===== src/rtl/fabric_spi_gpio_expander_if.sv =====
// Pad bus between the fabric user-design wrapper and the GPIO expander.
// The wrapper (or a bench) is the master and drives io_in; the design is
// the slave and drives io_out / io_oeb.
interface fabric_spi_gpio_expander_if #(
  parameter int NUM_IO = 48
);
  logic [NUM_IO-1:0] io_in;
  logic [NUM_IO-1:0] io_out;
  logic [NUM_IO-1:0] io_oeb;

  modport master (output io_in, input io_out, input io_oeb);
  modport slave  (input io_in, output io_out, output io_oeb);
endinterface


===== src/rtl/fabric_spi_gpio_expander.sv =====
// SPI (mode 0, MSB first, 16-bit frames) responder exposing io[47:8] as a
// register-mapped GPIO expander. The SPI pins are oversampled on clk; all
// logic lives in the single clk domain.
module fabric_spi_gpio_expander #(
  parameter int          NUM_IO   = 48,
  parameter logic [7:0]  ID_VALUE = 8'hA5
) (
  input  logic                     clk,
  input  logic                     rst,
  fabric_spi_gpio_expander_if.slave bus
);
  localparam int GPIO_W    = NUM_IO - 8;
  localparam int NUM_BYTES = GPIO_W / 8;

  localparam logic [1:0] ST_IDLE = 2'd0;
  localparam logic [1:0] ST_CMD  = 2'd1;
  localparam logic [1:0] ST_DATA = 2'd2;
  localparam logic [1:0] ST_DONE = 2'd3;

  // Pads 7:3 are inputs we never look at.
  logic unused_pads;
  assign unused_pads = ^bus.io_in[7:3];

  logic [2:0]        sck_q;
  logic [1:0]        csn_q;
  logic [1:0]        mosi_q;
  logic [1:0]        fill_q;
  logic              seen_high_q;
  logic [GPIO_W-1:0] gin_meta_q;
  logic [GPIO_W-1:0] gin_q;

  // Synchronisers for the SPI pins and GPIO inputs; fill_q marks when the
  // CS_N chain holds a real pad sample rather than its reset value.
  always_ff @(posedge clk) begin
    if (rst) begin
      sck_q       <= '0;
      csn_q       <= 2'b11;
      mosi_q      <= '0;
      fill_q      <= '0;
      seen_high_q <= 1'b0;
      gin_meta_q  <= '0;
      gin_q       <= '0;
    end else begin
      sck_q      <= {sck_q[1:0], bus.io_in[0]};
      csn_q      <= {csn_q[0], bus.io_in[1]};
      mosi_q     <= {mosi_q[0], bus.io_in[2]};
      fill_q     <= {fill_q[0], 1'b1};
      gin_meta_q <= bus.io_in[NUM_IO-1:8];
      gin_q      <= gin_meta_q;
      if (fill_q[1] && csn_q[1]) seen_high_q <= 1'b1;
    end
  end

  logic sck_rise, sck_fall, csn_sync, mosi_sync;
  assign sck_rise  = sck_q[1] & ~sck_q[2];
  assign sck_fall  = ~sck_q[1] & sck_q[2];
  assign csn_sync  = csn_q[1];
  assign mosi_sync = mosi_q[1];

  logic [1:0] state_q, state_d;
  logic [3:0] cnt_q, cnt_d;
  logic [7:0] rx_q, rx_d;
  logic [7:0] tx_q, tx_d;
  logic [7:0] cmd_q, cmd_d;
  logic       miso_q, miso_d;
  logic       wr_pend_q, wr_pend_d;

  logic [GPIO_W-1:0] out_vec;
  logic [GPIO_W-1:0] oe_vec;

  // Per-byte OUT / OE registers; a pending write lands here one clk after
  // the 16th rise, leaving untouched bytes completely static.
  for (genvar gi = 0; gi < NUM_BYTES; gi++) begin : gen_byte
    localparam logic [6:0] OUT_ADDR = 7'(gi);
    localparam logic [6:0] OE_ADDR  = 7'(8 + gi);
    logic [7:0] out_byte_q;
    logic [7:0] oe_byte_q;
    // Commit a completed write frame to this byte if it is addressed.
    always_ff @(posedge clk) begin
      if (rst) begin
        out_byte_q <= '0;
        oe_byte_q  <= '0;
      end else if (wr_pend_q) begin
        if (cmd_q[6:0] == OUT_ADDR) out_byte_q <= rx_q;
        if (cmd_q[6:0] == OE_ADDR)  oe_byte_q  <= rx_q;
      end
    end
    assign out_vec[gi*8 +: 8] = out_byte_q;
    assign oe_vec[gi*8 +: 8]  = oe_byte_q;
  end

  // Read data is selected from the command as it completes on the 8th rise.
  logic [7:0] cmd_new;
  logic [5:0] bsel;
  logic       byte_ok;
  logic [7:0] rd_byte;
  assign cmd_new = {rx_q[6:0], mosi_sync};
  assign bsel    = {cmd_new[2:0], 3'b000};
  assign byte_ok = (cmd_new[2:0] <= 3'd4);

  // Register-map read decode.
  always_comb begin
    rd_byte = 8'h00;
    if (cmd_new[6:0] == 7'h1F)                 rd_byte = ID_VALUE;
    else if (cmd_new[6:3] == 4'd0 && byte_ok)  rd_byte = out_vec[bsel +: 8];
    else if (cmd_new[6:3] == 4'd1 && byte_ok)  rd_byte = oe_vec[bsel +: 8];
    else if (cmd_new[6:3] == 4'd2 && byte_ok)  rd_byte = gin_q[bsel +: 8];
  end

  // Frame sequencer: command byte, data byte, then ignore SCK until CS_N
  // deasserts. CS_N going high before the data byte completes aborts.
  always_comb begin
    state_d   = state_q;
    cnt_d     = cnt_q;
    rx_d      = rx_q;
    tx_d      = tx_q;
    cmd_d     = cmd_q;
    miso_d    = miso_q;
    wr_pend_d = 1'b0;
    case (state_q)
      ST_IDLE: begin
        miso_d = 1'b0;
        cnt_d  = 4'd0;
        if (!csn_sync && seen_high_q) state_d = ST_CMD;
      end
      ST_CMD: begin
        miso_d = 1'b0;
        if (csn_sync) begin
          state_d = ST_IDLE;
        end else if (sck_rise) begin
          rx_d  = cmd_new;
          cnt_d = cnt_q + 4'd1;
          if (cnt_q == 4'd7) begin
            cmd_d   = cmd_new;
            tx_d    = cmd_new[7] ? rd_byte : 8'h00;
            state_d = ST_DATA;
          end
        end
      end
      ST_DATA: begin
        if (csn_sync) begin
          state_d = ST_IDLE;
          miso_d  = 1'b0;
        end else if (sck_rise) begin
          rx_d  = cmd_new;
          cnt_d = cnt_q + 4'd1;
          if (cnt_q == 4'd15) begin
            state_d   = ST_DONE;
            miso_d    = 1'b0;
            wr_pend_d = ~cmd_q[7];
          end
        end else if (sck_fall) begin
          miso_d = tx_q[7];
          tx_d   = {tx_q[6:0], 1'b0};
        end
      end
      default: begin
        miso_d = 1'b0;
        if (csn_sync) state_d = ST_IDLE;
      end
    endcase
  end

  // Sequencer state registers.
  always_ff @(posedge clk) begin
    if (rst) begin
      state_q   <= ST_IDLE;
      cnt_q     <= '0;
      rx_q      <= '0;
      tx_q      <= '0;
      cmd_q     <= '0;
      miso_q    <= 1'b0;
      wr_pend_q <= 1'b0;
    end else begin
      state_q   <= state_d;
      cnt_q     <= cnt_d;
      rx_q      <= rx_d;
      tx_q      <= tx_d;
      cmd_q     <= cmd_d;
      miso_q    <= miso_d;
      wr_pend_q <= wr_pend_d;
    end
  end

  logic [GPIO_W-1:0] gpio_out_q;
  logic [GPIO_W-1:0] gpio_oeb_q;

  // GPIO pad drivers, registered straight from the OUT / OE registers.
  always_ff @(posedge clk) begin
    if (rst) begin
      gpio_out_q <= '0;
      gpio_oeb_q <= '1;
    end else begin
      gpio_out_q <= out_vec;
      gpio_oeb_q <= ~oe_vec;
    end
  end

  assign bus.io_out = {gpio_out_q, 4'b0000, miso_q, 3'b000};
  assign bus.io_oeb = {gpio_oeb_q, 4'b1111, csn_sync, 3'b111};
endmodule


===== src/flat_wrapper.sv =====
// flat-port wrapper written by rule: the top's interface ports become plain ports
module fabric_spi_gpio_expander_flat 
#(
  parameter int          NUM_IO   = 48,
  parameter logic [7:0]  ID_VALUE = 8'hA5
)
  (clk, rst, bus_io_in, bus_io_out, bus_io_oeb);
  fabric_spi_gpio_expander_if #(.NUM_IO(NUM_IO)) bus_i ();
  input  logic clk;
  input  logic rst;
  input wire logic [$bits(bus_i.io_in)-1:0] bus_io_in;
  output wire logic [$bits(bus_i.io_out)-1:0] bus_io_out;
  output wire logic [$bits(bus_i.io_oeb)-1:0] bus_io_oeb;
  assign bus_i.io_in = bus_io_in;
  assign bus_io_out = bus_i.io_out;
  assign bus_io_oeb = bus_i.io_oeb;
  fabric_spi_gpio_expander #(.NUM_IO(NUM_IO), .ID_VALUE(ID_VALUE)) u_core (.clk(clk), .rst(rst), .bus(bus_i));
endmodule

===== config.mk =====
export PLATFORM = sky130hd
export DESIGN_NAME = fabric_spi_gpio_expander_flat
export DESIGN_NICKNAME = d
export VERILOG_FILES = /design/src/rtl/fabric_spi_gpio_expander_if.sv /design/src/rtl/fabric_spi_gpio_expander.sv /design/src/flat_wrapper.sv
export SDC_FILE = /design/constraint.sdc
export NUM_CORES = 1
export LEC_CHECK = 0
export ABC_CLOCK_PERIOD_IN_PS = 3520
export CORE_ASPECT_RATIO = 0.75
export CORE_MARGIN = 3
export CORE_UTILIZATION = 58
export CTS_BUF_LIST = sky130_fd_sc_hd__clkbuf_4 sky130_fd_sc_hd__clkbuf_8 sky130_fd_sc_hd__clkbuf_16
export DETAILED_ROUTE_END_ITERATION = 10
export GPL_TIMING_DRIVEN = 0
export PLACE_DENSITY = 0.84
export SLEW_MARGIN = 20
export SYNTH_ARGS = -nofsm -noshare
export SYNTH_HDL_FRONTEND = slang
export SYNTH_SLANG_ARGS = --single-unit

===== constraint.sdc =====
create_clock -name clk -period 3.52 [get_ports clk]
set_clock_uncertainty 0.2 [all_clocks]
set_input_delay 0.352 -clock clk [delete_from_list [all_inputs] [get_ports clk]]
set_output_delay 0.352 -clock clk [all_outputs]
set_load 0.03 [all_outputs]

* Yosys cells after proc, flatten, opt, wreduce, memory -nomap -nowiden *
Cells that the tools add are included.

cells by class
  shift operators = 3
  add/subtract/negate cells = 1
  $lt $le $gt $ge = 1
  muxes and demuxes = 28
  equality and inequality tests = 30
  bitwise gates (word level) = 10
  reductions and logical operators = 32

operators by type and width
  kind                count
  $shiftx 40x7->8     3
  $mux 8              11
  $not 40->40         1
  $eq 7x4->1 const B  5
  $reduce_and 2->1    11
  $mux 2              8
  $pmux 8 s2          1
  $eq 7x2->1 const B  2
  $ne 3x1->1 const B  4
  $ne 2x1->1 const B  5
  $ne 2x2->1 const B  5
  $mux 4              2
  $pmux 4 s2          1
  $eq 7x1->1 const B  1
  $eq 7x3->1 const B  1
  $eq 7x5->1 const B  1
  $logic_not 7->1     1
  $not 1->1           7
  $reduce_and 7->1    1
  $pmux 2 s3          1
  $reduce_and 3->1    2
  $reduce_and 6->1    1
  $reduce_bool 2->1   3
  $logic_and 1x1->1   5
  other kinds (18)    22

storage, ports and cells
  output and inout port bits = 96
  logic and storage cells = 132
  input port bits = 50
  register bits = 282

* Logic depth before layout (Yosys ltp) *
Gate-level depths: netlist of the first run.

  depth in word-level cells = 11
  mapped depth = 8

* Worst setup path before layout of the first run *
Ideal clock, no wire load.

  kind = reg2reg
  start = register u_core.rx_q[4]
  end = register u_core.tx_q[2]
  library setup time = 136 ps
  required time = 3184 ps
  path buffers = 2
  stages on the path, launching flop included = 7
  arrival = 2000 ps
  setup slack = 1184 ps
  clock period less this slack = 2336 ps
  path through = dfxtp_1 -> buf_2 -> nor4b_2 -> buf_6 -> mux2_2 -> a221oi_1 -> o32ai_1

between the ends
  word-level cells in the longest chain between the ends = 11
  elaborated cells on any way between the ends = 16

ends and longest elaborated chain
  item                    RTL line                         text
  start, declared         fabric_spi_gpio_expander.sv:62   logic [7:0] rx_q, rx_d;
  start signal, assigned  fabric_spi_gpio_expander.sv:177  rx_q <= rx_d;
  $eq 4x2->1              fabric_spi_gpio_expander.sv:107  else if (cmd_new[6:3] == 4'd2 && byte_ok) rd_byte = gin_q[bsel +: 8];
  $logic_and 1x1->1       fabric_spi_gpio_expander.sv:107
  $mux 8                  fabric_spi_gpio_expander.sv:107
  $mux 8                  fabric_spi_gpio_expander.sv:106  else if (cmd_new[6:3] == 4'd1 && byte_ok) rd_byte = oe_vec[bsel +: 8];
  $mux 8                  fabric_spi_gpio_expander.sv:105  else if (cmd_new[6:3] == 4'd0 && byte_ok) rd_byte = out_vec[bsel +: 8];
  $mux 8 (*)              fabric_spi_gpio_expander.sv:104  if (cmd_new[6:0] == 7'h1F) rd_byte = ID_VALUE;
  $mux 8 (*)              fabric_spi_gpio_expander.sv:135  tx_d = cmd_new[7] ? rd_byte : 8'h00;
  $mux 8 (*)              fabric_spi_gpio_expander.sv:133  if (cnt_q == 4'd7) begin
  $mux 8 (*)              fabric_spi_gpio_expander.sv:130  end else if (sck_rise) begin
  $mux 8 (*)              fabric_spi_gpio_expander.sv:128  if (csn_sync) begin
  $pmux 8 s2 (*)          fabric_spi_gpio_expander.sv:120  case (state_q)
  end signal, assigned    fabric_spi_gpio_expander.sv:178  tx_q <= tx_d;
  end, declared           fabric_spi_gpio_expander.sv:63   logic [7:0] tx_q, tx_d;

Mark *: on every way between the ends. The rest lies on a longest branch, timed or not. The select of a mux whose other input is x is not followed.
A chain may end at the register's enable or synchronous reset.

* Worst setup path in the final report of the first run *
  start = register u_core.rx_q[0]
  end = register u_core.tx_q[6]

between the ends
  word-level cells in the longest chain between the ends = 11
  elaborated cells on any way between the ends = 17

ends and longest elaborated chain
  item                                                                     RTL line
  parallel branches: the longest is 5 deep, another holds $shiftx 40x7->8  -
  $mux 8 (*)                                                               fabric_spi_gpio_expander.sv:104
  $mux 8 (*)                                                               fabric_spi_gpio_expander.sv:135
  $mux 8 (*)                                                               fabric_spi_gpio_expander.sv:133
  $mux 8 (*)                                                               fabric_spi_gpio_expander.sv:130
  $mux 8 (*)                                                               fabric_spi_gpio_expander.sv:128
  $pmux 8 s2 (*)                                                           fabric_spi_gpio_expander.sv:120

Mark *: on every way between the ends. The select of a mux whose other input is x is not followed.

==> qor.csv, run 1 <==
stage,metric,value,unit
hold_path,Hold Path Depth,2,
worst_setup_path,CP startpoint kind,flop,
cts,Bufs on Longest Clock Path,3,
power,power share of the combinational group,0.043,
worst_setup_path,Setup CP Type,flop to flop,
global_routing,met3 Use GR,0.05119,
timing,RSZ-0062 raised after global routing,no,
placement,Routability Congestion,0.9562,
synthesis,xor/xnor share of the synthesized area,0.002610,
global_routing,pin count of the biggest net entering global routing,16,
synthesis,Post-Syn Instances,941,
synthesis,dominant synthesized flop cell,dfxtp_1,
synthesis,largest cells by area after synthesis,"dfxtp_1 56%, mux2i_1 8.5%, nor2b_1 8.1%",
drt,# DRC,0,
worst_setup_path,worst flop-to-flop path endpoint,u_core.tx_q[6],
power,Power Internal,5.003,mW
cts,TritonCTS clock tree,yes,
global_routing,GRT Max-Usage Layer,met2,
synthesis,Yosys reg bits,282,
die,starting density of the core,0.5948,
die,Die X,158.1,µm
power,switching power,1.340,mW
timing,Final Cycle Share,0.8560,
synthesis,Unique masters post-synth,63,
global_routing,antenna violations before repair,0,
synthesis,"area leader, netlist",dfxtp_1,
synthesis,combinational family with the most area after synthesis,simple AND/OR/NAND/NOR gates,
synthesis,most frequent cell after synthesis,dfxtp_1,
hold_path,HP Class,primary input to flop,
drt,drt via density,5.475,
hold_path,Hold Path End,u_core.gin_meta_q[18],
die,DIE AREA,0.01899,mm²
synthesis,"EDFF count, synth",0,
timing,Final Max Tran Viols,0,
power,Pleak,4.662,nW
synthesis,yosys warns,0,
die,Die Span Y,120.1,µm
synthesis,register area share after synthesis,0.5607,
die,Site Rows,41,
drt,ANT nets after route,0,
layout,Area Growth Syn to Fin,24.12,%
drt,number of DRC markers in iteration 0,617,
drt,post-DR wirelength/cell,19.61,µm
timing,Hold Fails Final Rpt,0,
layout,share of layout cells above drive strength 1,0.1052,
power,Pwr per Cell Area,507.6,mW/mm²
placement,HPWL after DPL,18280,µm
timing,Worst-Margin Slew,0.8998,ns
synthesis,synthesized cell area,0.01007,mm²
worst_setup_path,Critical Path AT,3.21,ns
timing,final number of setup-violating endpoints,0,
worst_setup_path,reg2reg setup slack,0.51,ns
die,Ports,146,
die,core area,0.01693,mm²
drt,First-pass DRT Iterations,6,
cts,H-tree depth,1,
synthesis,Mean Syn Cell Area,10.70,µm²
cts,Clock Sink Count,282,
timing,sum of negative setup slack,0,ns
timing,max_slew headroom,0.4002,
worst_setup_path,crit end category,flop,
power,PnR Total Power,6.343,mW
global_routing,vias in the first global route,7062,
status,status,finished clean,
cts,root buffer cell,clkbuf_16,
power,clock power share,0.442,
worst_setup_path,WP data required,3.72,ns
global_routing,met2 Track Usage GR,0.4296,
synthesis,Synth top cells by count,"282 x dfxtp_1, 131 x nor2b_1, 102 x nor2_1",
drt,Detailed Route WL,26210,µm
synthesis,simple-gate share of the synthesized area,0.1900,
worst_setup_path,worst reg2reg path startpoint,u_core.rx_q[0],
power,Sw Ratio,0.2113,
placement,number of buffers added on ports,126,
global_routing,met1 usage,0.4077,
synthesis,Synth Area in Compound Gates,0.04474,
synthesis,asr flop ratio synth,0,
global_routing,first-pass GRT wire length,40340,µm
timing,Peak Freq,331.9,MHz
job,Max-Cap Viols,0,
synthesis,share of the synthesized area in the top cell type,0.5607,
cts,Resized cells post-CTS,0,
synthesis,mux contribution to synthesized area,0.1504,
layout,fin nets,1161,
drt,vias post-DR,7320,
power,highest ir drop seen on vdd,344.7,µV
synthesis,Post-Synth Adder-Cell Area,0.006213,
worst_setup_path,worst-case reg-to-reg path depth,8,
cts,cts bufs inserted,25,
timing,fin crit period,3.013,ns
cts,"Hold-fix buffers, CTS",0,
power,register share of total power,0.515,
cts,Post-CTS Setup Repair Bufs,0,
layout,# diodes,0,
global_routing,total gr overflow,0,
cts,clk_lat worst skew,0.52,ns
global_routing,total track usage,0.2769,
worst_setup_path,Max Fanout on Critical Path,10,
cts,clk slew on worst S/H paths,0.06,ns
hold_path,Hold Path Origin,bus_io_in[26],
==> placed cells by master (no fill, tap or decap), types with 6 or more instances in the layout <==
master           instances
dfxtp_1                282
a221oi_1                 7
o21ai_0                  8
buf_2                   10
mux2_2                   6
nor2_1                 102
clkbuf_16               25
nand2_1                 80
inv_1                    7
mux4_2                  26
mux2i_1                 86
nor2b_1                131
clkbuf_8                 6
nand3_1                 15
a21oi_1                 27
clkdlybuf4s50_1        126
clkbuf_1                50
buf_4                   18
conb_1                  14
nor3_1                   8
==> cells by family after synthesis <==
family,after synthesis
AOI/OAI and AO/OA,68
xor gates and xnor gates,3
adders and majority gates,5
buffers and inverters,91
DFF,282
muxes,118
other,2
and+or+nand+nor,372
==> power groups by stage <==
stage | Combinational [mW] | Clock, mW | Sequential (mW)
6_report | 0.276 | 2.80 | 3.26
5_1_grt | 0.296 | 2.93 | 3.27
4_1_cts | 0.273 | 2.82 | 3.26
3_5_place_dp | 0.271 | 0 | 3.33
3_3_place_gp | 0.267 | 0 | 3.33
2_1_floorplan | 0.165 | 0 | 3.33
==> routing by layer <==
metal,vias to the layer above,wire length [µm]
met5,-,0
met2,329,11720
met4,0,465
li1,3445,-
met1,3508,11990
met3,38,2041
==> sequential cells by signal, summed over array words and instances, names as in the netlist <==
register                    flops
u_core.cmd_q                    8
u_core.cnt_q                    4
u_core.csn_q                    2
u_core.fill_q                   2
u_core.gen_byte.oe_byte_q      40
u_core.gen_byte.out_byte_q     40
u_core.gin_meta_q              40
u_core.gin_q                   40
u_core.gpio_oeb_q              40
u_core.gpio_out_q              40
u_core.miso_q                   1
u_core.mosi_q                   2
u_core.rx_q                     8
u_core.sck_q                    3
u_core.seen_high_q              1
u_core.state_q                  2
u_core.tx_q                     8
u_core.wr_pend_q                1
==> how the worst max path moves through the flow <==
stage | end | start | cells past startpoint | slack, ns
finish | u_core.tx_q[6] | u_core.rx_q[0] | 8 | 0.51
global route | u_core.tx_q[6] | u_core.rx_q[0] | 8 | 0.32
CTS | u_core.tx_q[6] | u_core.rx_q[0] | 8 | 0.56
detailed placement | u_core.gen_byte[3].out_byte_q[3] | rst | 5 | 0.54
global placement | u_core.gen_byte[2].oe_byte_q[2] | rst | 5 | 0.60
floorplan | u_core.tx_q[2] | u_core.rx_q[4] | 6 | 1.18
==> cell type report <==
cell class / instances / area (µm²)
well taps: 215 / 269.0
repair buffers: 126 / 1261
fillers: 1175 / 4432
inverters: 8 / 30.03
clock buffers: 33 / 710.7
clock inverters: 10 / 136.4
plain buffers: 83 / 419.2
flip-flops and latches: 282 / 5645
multi-input cells: 580 / 4025
==> stage by stage <==
| step | setup slack (ns) | std cells | cell area (µm²) | util | hold slack (ns) |
|---|---|---|---|---|---|
| 2_1_floorplan | 1.184 | 953 | 10110 | - | 0.1668 |
| 3_3_place_gp | 0.5950 | 1294 | 11640 | 0.6878 | 0.1818 |
| 3_5_place_dp | 0.5382 | 1294 | 11650 | 0.6882 | 0.1875 |
| 4_1_cts | 0.5590 | 1337 | 12500 | 0.7382 | 0.1636 |
| 5_1_grt | 0.3223 | 1337 | 12500 | 0.7382 | 0.1796 |
| 6_report | 0.5068 | 1337 | 12500 | 0.7382 | 0.1756 |
==> worst max-delay path, cell delays in order, from the launching register on <==
cell      delay, ns
dfxtp_1        0.46
buf_2          0.41
buf_2          0.48
buf_2          0.39
mux4_2         0.36
nand3_1        0.11
o221ai_1       0.17
o21ai_0        0.21
nand3_1        0.08
Power figures use the tool's default switching activity.
==> run 2: changes to the inputs <==
--- a/config.mk
+++ b/config.mk
@@ -6,13 +6,15 @@
 export NUM_CORES = 1
 export LEC_CHECK = 0
 export ABC_CLOCK_PERIOD_IN_PS = 3520
-export CORE_ASPECT_RATIO = 0.75
+export CORE_ASPECT_RATIO = 1.25
 export CORE_MARGIN = 3
 export CORE_UTILIZATION = 58
 export CTS_BUF_LIST = sky130_fd_sc_hd__clkbuf_4 sky130_fd_sc_hd__clkbuf_8 sky130_fd_sc_hd__clkbuf_16
+export CTS_CLUSTER_DIAMETER = 40
 export DETAILED_ROUTE_END_ITERATION = 10
 export GPL_TIMING_DRIVEN = 0
 export PLACE_DENSITY = 0.84
+export SKIP_LAST_GASP = 1
 export SLEW_MARGIN = 20
 export SYNTH_ARGS = -nofsm -noshare
 export SYNTH_HDL_FRONTEND = slang
==> qor.csv, run 2 (synthesis gave the netlist of run 1 again) <==
stage,metric,value,unit,change
die,Die X,123.8,µm,was 158.1 µm
timing,Peak Freq,329.8,MHz,was 331.9 MHz
global_routing,GRT Max-Usage Layer,met2,,unchanged
drt,post-DR wirelength/cell,18.73,µm,was 19.61 µm
global_routing,total track usage,0.2629,,was 0.2769
drt,number of DRC markers in iteration 0,556,,was 617
drt,# DRC,0,,unchanged
worst_setup_path,worst reg2reg path startpoint,u_core.rx_q[0],,unchanged
cts,clk slew on worst S/H paths,0.06,ns,about the same
die,DIE AREA,0.01899,mm²,about the same
timing,fin crit period,3.032,ns,was 3.013 ns
die,Ports,146,,unchanged
status,status,finished clean,,unchanged
cts,Bufs on Longest Clock Path,3,,unchanged
drt,drt via density,5.454,,was 5.475
global_routing,antenna violations before repair,0,,unchanged
cts,root buffer cell,clkbuf_16,,unchanged
global_routing,total gr overflow,0,,unchanged
worst_setup_path,WP data required,3.68,ns,was 3.72 ns
layout,# diodes,0,,unchanged
worst_setup_path,reg2reg setup slack,0.49,ns,was 0.51 ns
hold_path,HP Class,primary input to flop,,unchanged
timing,Worst-Margin Slew,1.207,ns,was 0.8998 ns
drt,ANT nets after route,0,,unchanged
cts,Clock Sink Count,282,,unchanged
global_routing,first-pass GRT wire length,38410,µm,was 40340 µm
cts,"Hold-fix buffers, CTS",0,,unchanged
global_routing,pin count of the biggest net entering global routing,16,,unchanged
die,Die Span Y,153.3,µm,was 120.1 µm
cts,H-tree depth,1,,unchanged
worst_setup_path,Max Fanout on Critical Path,10,,unchanged
worst_setup_path,crit end category,flop,,unchanged
timing,Final Max Tran Viols,0,,unchanged
worst_setup_path,Critical Path AT,3.20,ns,was 3.21 ns
timing,RSZ-0062 raised after global routing,no,,unchanged
power,PnR Total Power,6.253,mW,was 6.343 mW
drt,vias post-DR,7335,,was 7320
worst_setup_path,worst-case reg-to-reg path depth,8,,unchanged
timing,final number of setup-violating endpoints,0,,unchanged
hold_path,Hold Path Origin,bus_io_in[29],,was bus_io_in[26]
layout,"most common cell after layout, fill and taps aside",dfxtp_1,,unchanged
cts,Post-CTS Setup Repair Bufs,0,,unchanged
power,Pwr per Cell Area,500.9,mW/mm²,was 507.6 mW/mm²
hold_path,Hold Path Depth,2,,unchanged
layout,fill count,1189,,was 1175
global_routing,vias in the first global route,7192,,was 7062
worst_setup_path,CP startpoint kind,flop,,unchanged
hold_path,Hold Path End,u_core.gin_meta_q[21],,was u_core.gin_meta_q[18]
placement,HPWL after DPL,17580,µm,was 18280 µm
cts,TritonCTS clock tree,yes,,unchanged
layout,share of layout cells above drive strength 1,0.1067,,was 0.1052
drt,First-pass DRT Iterations,6,,unchanged
global_routing,met3 Use GR,0.04515,,was 0.05119
job,Max-Cap Viols,0,,unchanged
layout,Area Growth Syn to Fin,23.98,%,was 24.12%
layout,most frequent cells in the layout,"282 x dfxtp_1, 131 x nor2b_1, 126 x clkdlybuf4s50_1",,unchanged
worst_setup_path,Setup CP Type,flop to flop,,unchanged
placement,Routability Congestion,0.9291,,was 0.9562
cts,cts bufs inserted,27,,was 25
cts,Resized cells post-CTS,0,,unchanged
power,Pleak,4.655,nW,was 4.662 nW
die,Site Rows,53,,was 41
power,highest ir drop seen on vdd,382.7,µV,was 344.7 µV
timing,Hold Fails Final Rpt,0,,unchanged
global_routing,met2 Track Usage GR,0.4594,,was 0.4296
drt,Detailed Route WL,25190,µm,was 26210 µm
die,core area,0.01691,mm²,was 0.01693 mm²
worst_setup_path,worst flop-to-flop path endpoint,u_core.tx_q[0],,was u_core.tx_q[6]
timing,sum of negative setup slack,0,ns,unchanged
global_routing,met1 usage,0.3099,,was 0.4077
die,starting density of the core,0.5954,,was 0.5948
timing,Final Cycle Share,0.8613,,was 0.8560
layout,fin nets,1163,,was 1161
timing,max_slew headroom,0.1879,,was 0.4002
placement,number of buffers added on ports,126,,unchanged
cts,clk_lat worst skew,0.53,ns,was 0.52 ns
[run 2: changes by cell type in the layout (fill, tap and decap cells not counted), sizes merged]
| cell | before | now |
|---|---|---|
| inv | 8 | 12 |
| bufinv | 3 | 0 |
| clkbuf | 85 | 88 |
| clkinv | 7 | 5 |
| clkinvlp | 0 | 1 |
[run 2: worst max path at each step]
stage | start | end | slack (ns) | depth (start not counted)
6_report | u_core.rx_q[0] | u_core.tx_q[0] | 0.49 | 8
3_5_place_dp | u_core.rx_q[0] | u_core.tx_q[0] | 0.53 | 8
2_1_floorplan | u_core.rx_q[4] | u_core.tx_q[2] | 1.18 | 6
5_1_grt | u_core.rx_q[0] | u_core.tx_q[0] | 0.37 | 8
3_3_place_gp | u_core.rx_q[0] | u_core.tx_q[0] | 0.54 | 8
4_1_cts | u_core.rx_q[0] | u_core.tx_q[0] | 0.52 | 8
[run 2: per-layer routing]
layer  routed length (µm)  up-vias
met2                12780      335
met1                 9381     3478
met5                    0        -
met3                 1899       75
li1                     -     3447
met4                 1132        0
[run 2: cell type report]
class	instances	area, µm²	share of cell area
Inverter	8	30.03	0.002406
Sequential cell	282	5645	0.4522
Tap cell	220	275.3	0.02205
Buffer	83	419.2	0.03358
Timing Repair Buffer	126	1261	0.1010
Multi-Input combinational cell	580	4019	0.3219
Clock inverter	10	71.32	0.005713
Clock buffer	36	762.0	0.06104
[run 2: worst max-delay path: stages, from the launching register on]
cell,delay (ns)
dfxtp_1,0.47
buf_2,0.40
buf_2,0.43
buf_2,0.38
mux4_2,0.37
mux2i_1,0.27
nor3_1,0.08
a21oi_1,0.17
a221oi_1,0.10
[run 2: per-stage QoR]
| step | util | hold slack [ns] | std cells | instance area (µm²) | setup WS (ns) |
|---|---|---|---|---|---|
| 6_report | 0.7382 | 0.1682 | 1345 | 12480 | 0.4882 |
| 2_1_floorplan | - | 0.1668 | 953 | 10110 | 1.184 |
| 4_1_cts | 0.7382 | 0.1691 | 1345 | 12480 | 0.5203 |
| 3_3_place_gp | 0.6889 | 0.1831 | 1299 | 11650 | 0.5438 |
| 3_5_place_dp | 0.6889 | 0.1827 | 1299 | 11650 | 0.5251 |
| 5_1_grt | 0.7382 | 0.1801 | 1345 | 12480 | 0.3678 |
[run 2: report_power, final]
part           internal (mW)  leakage (nW)  switching [mW]  total, mW
registers               3.25          2.29          0.0184       3.26
logic                  0.117          1.94           0.150      0.266
clock network           1.53         0.420            1.19       2.72
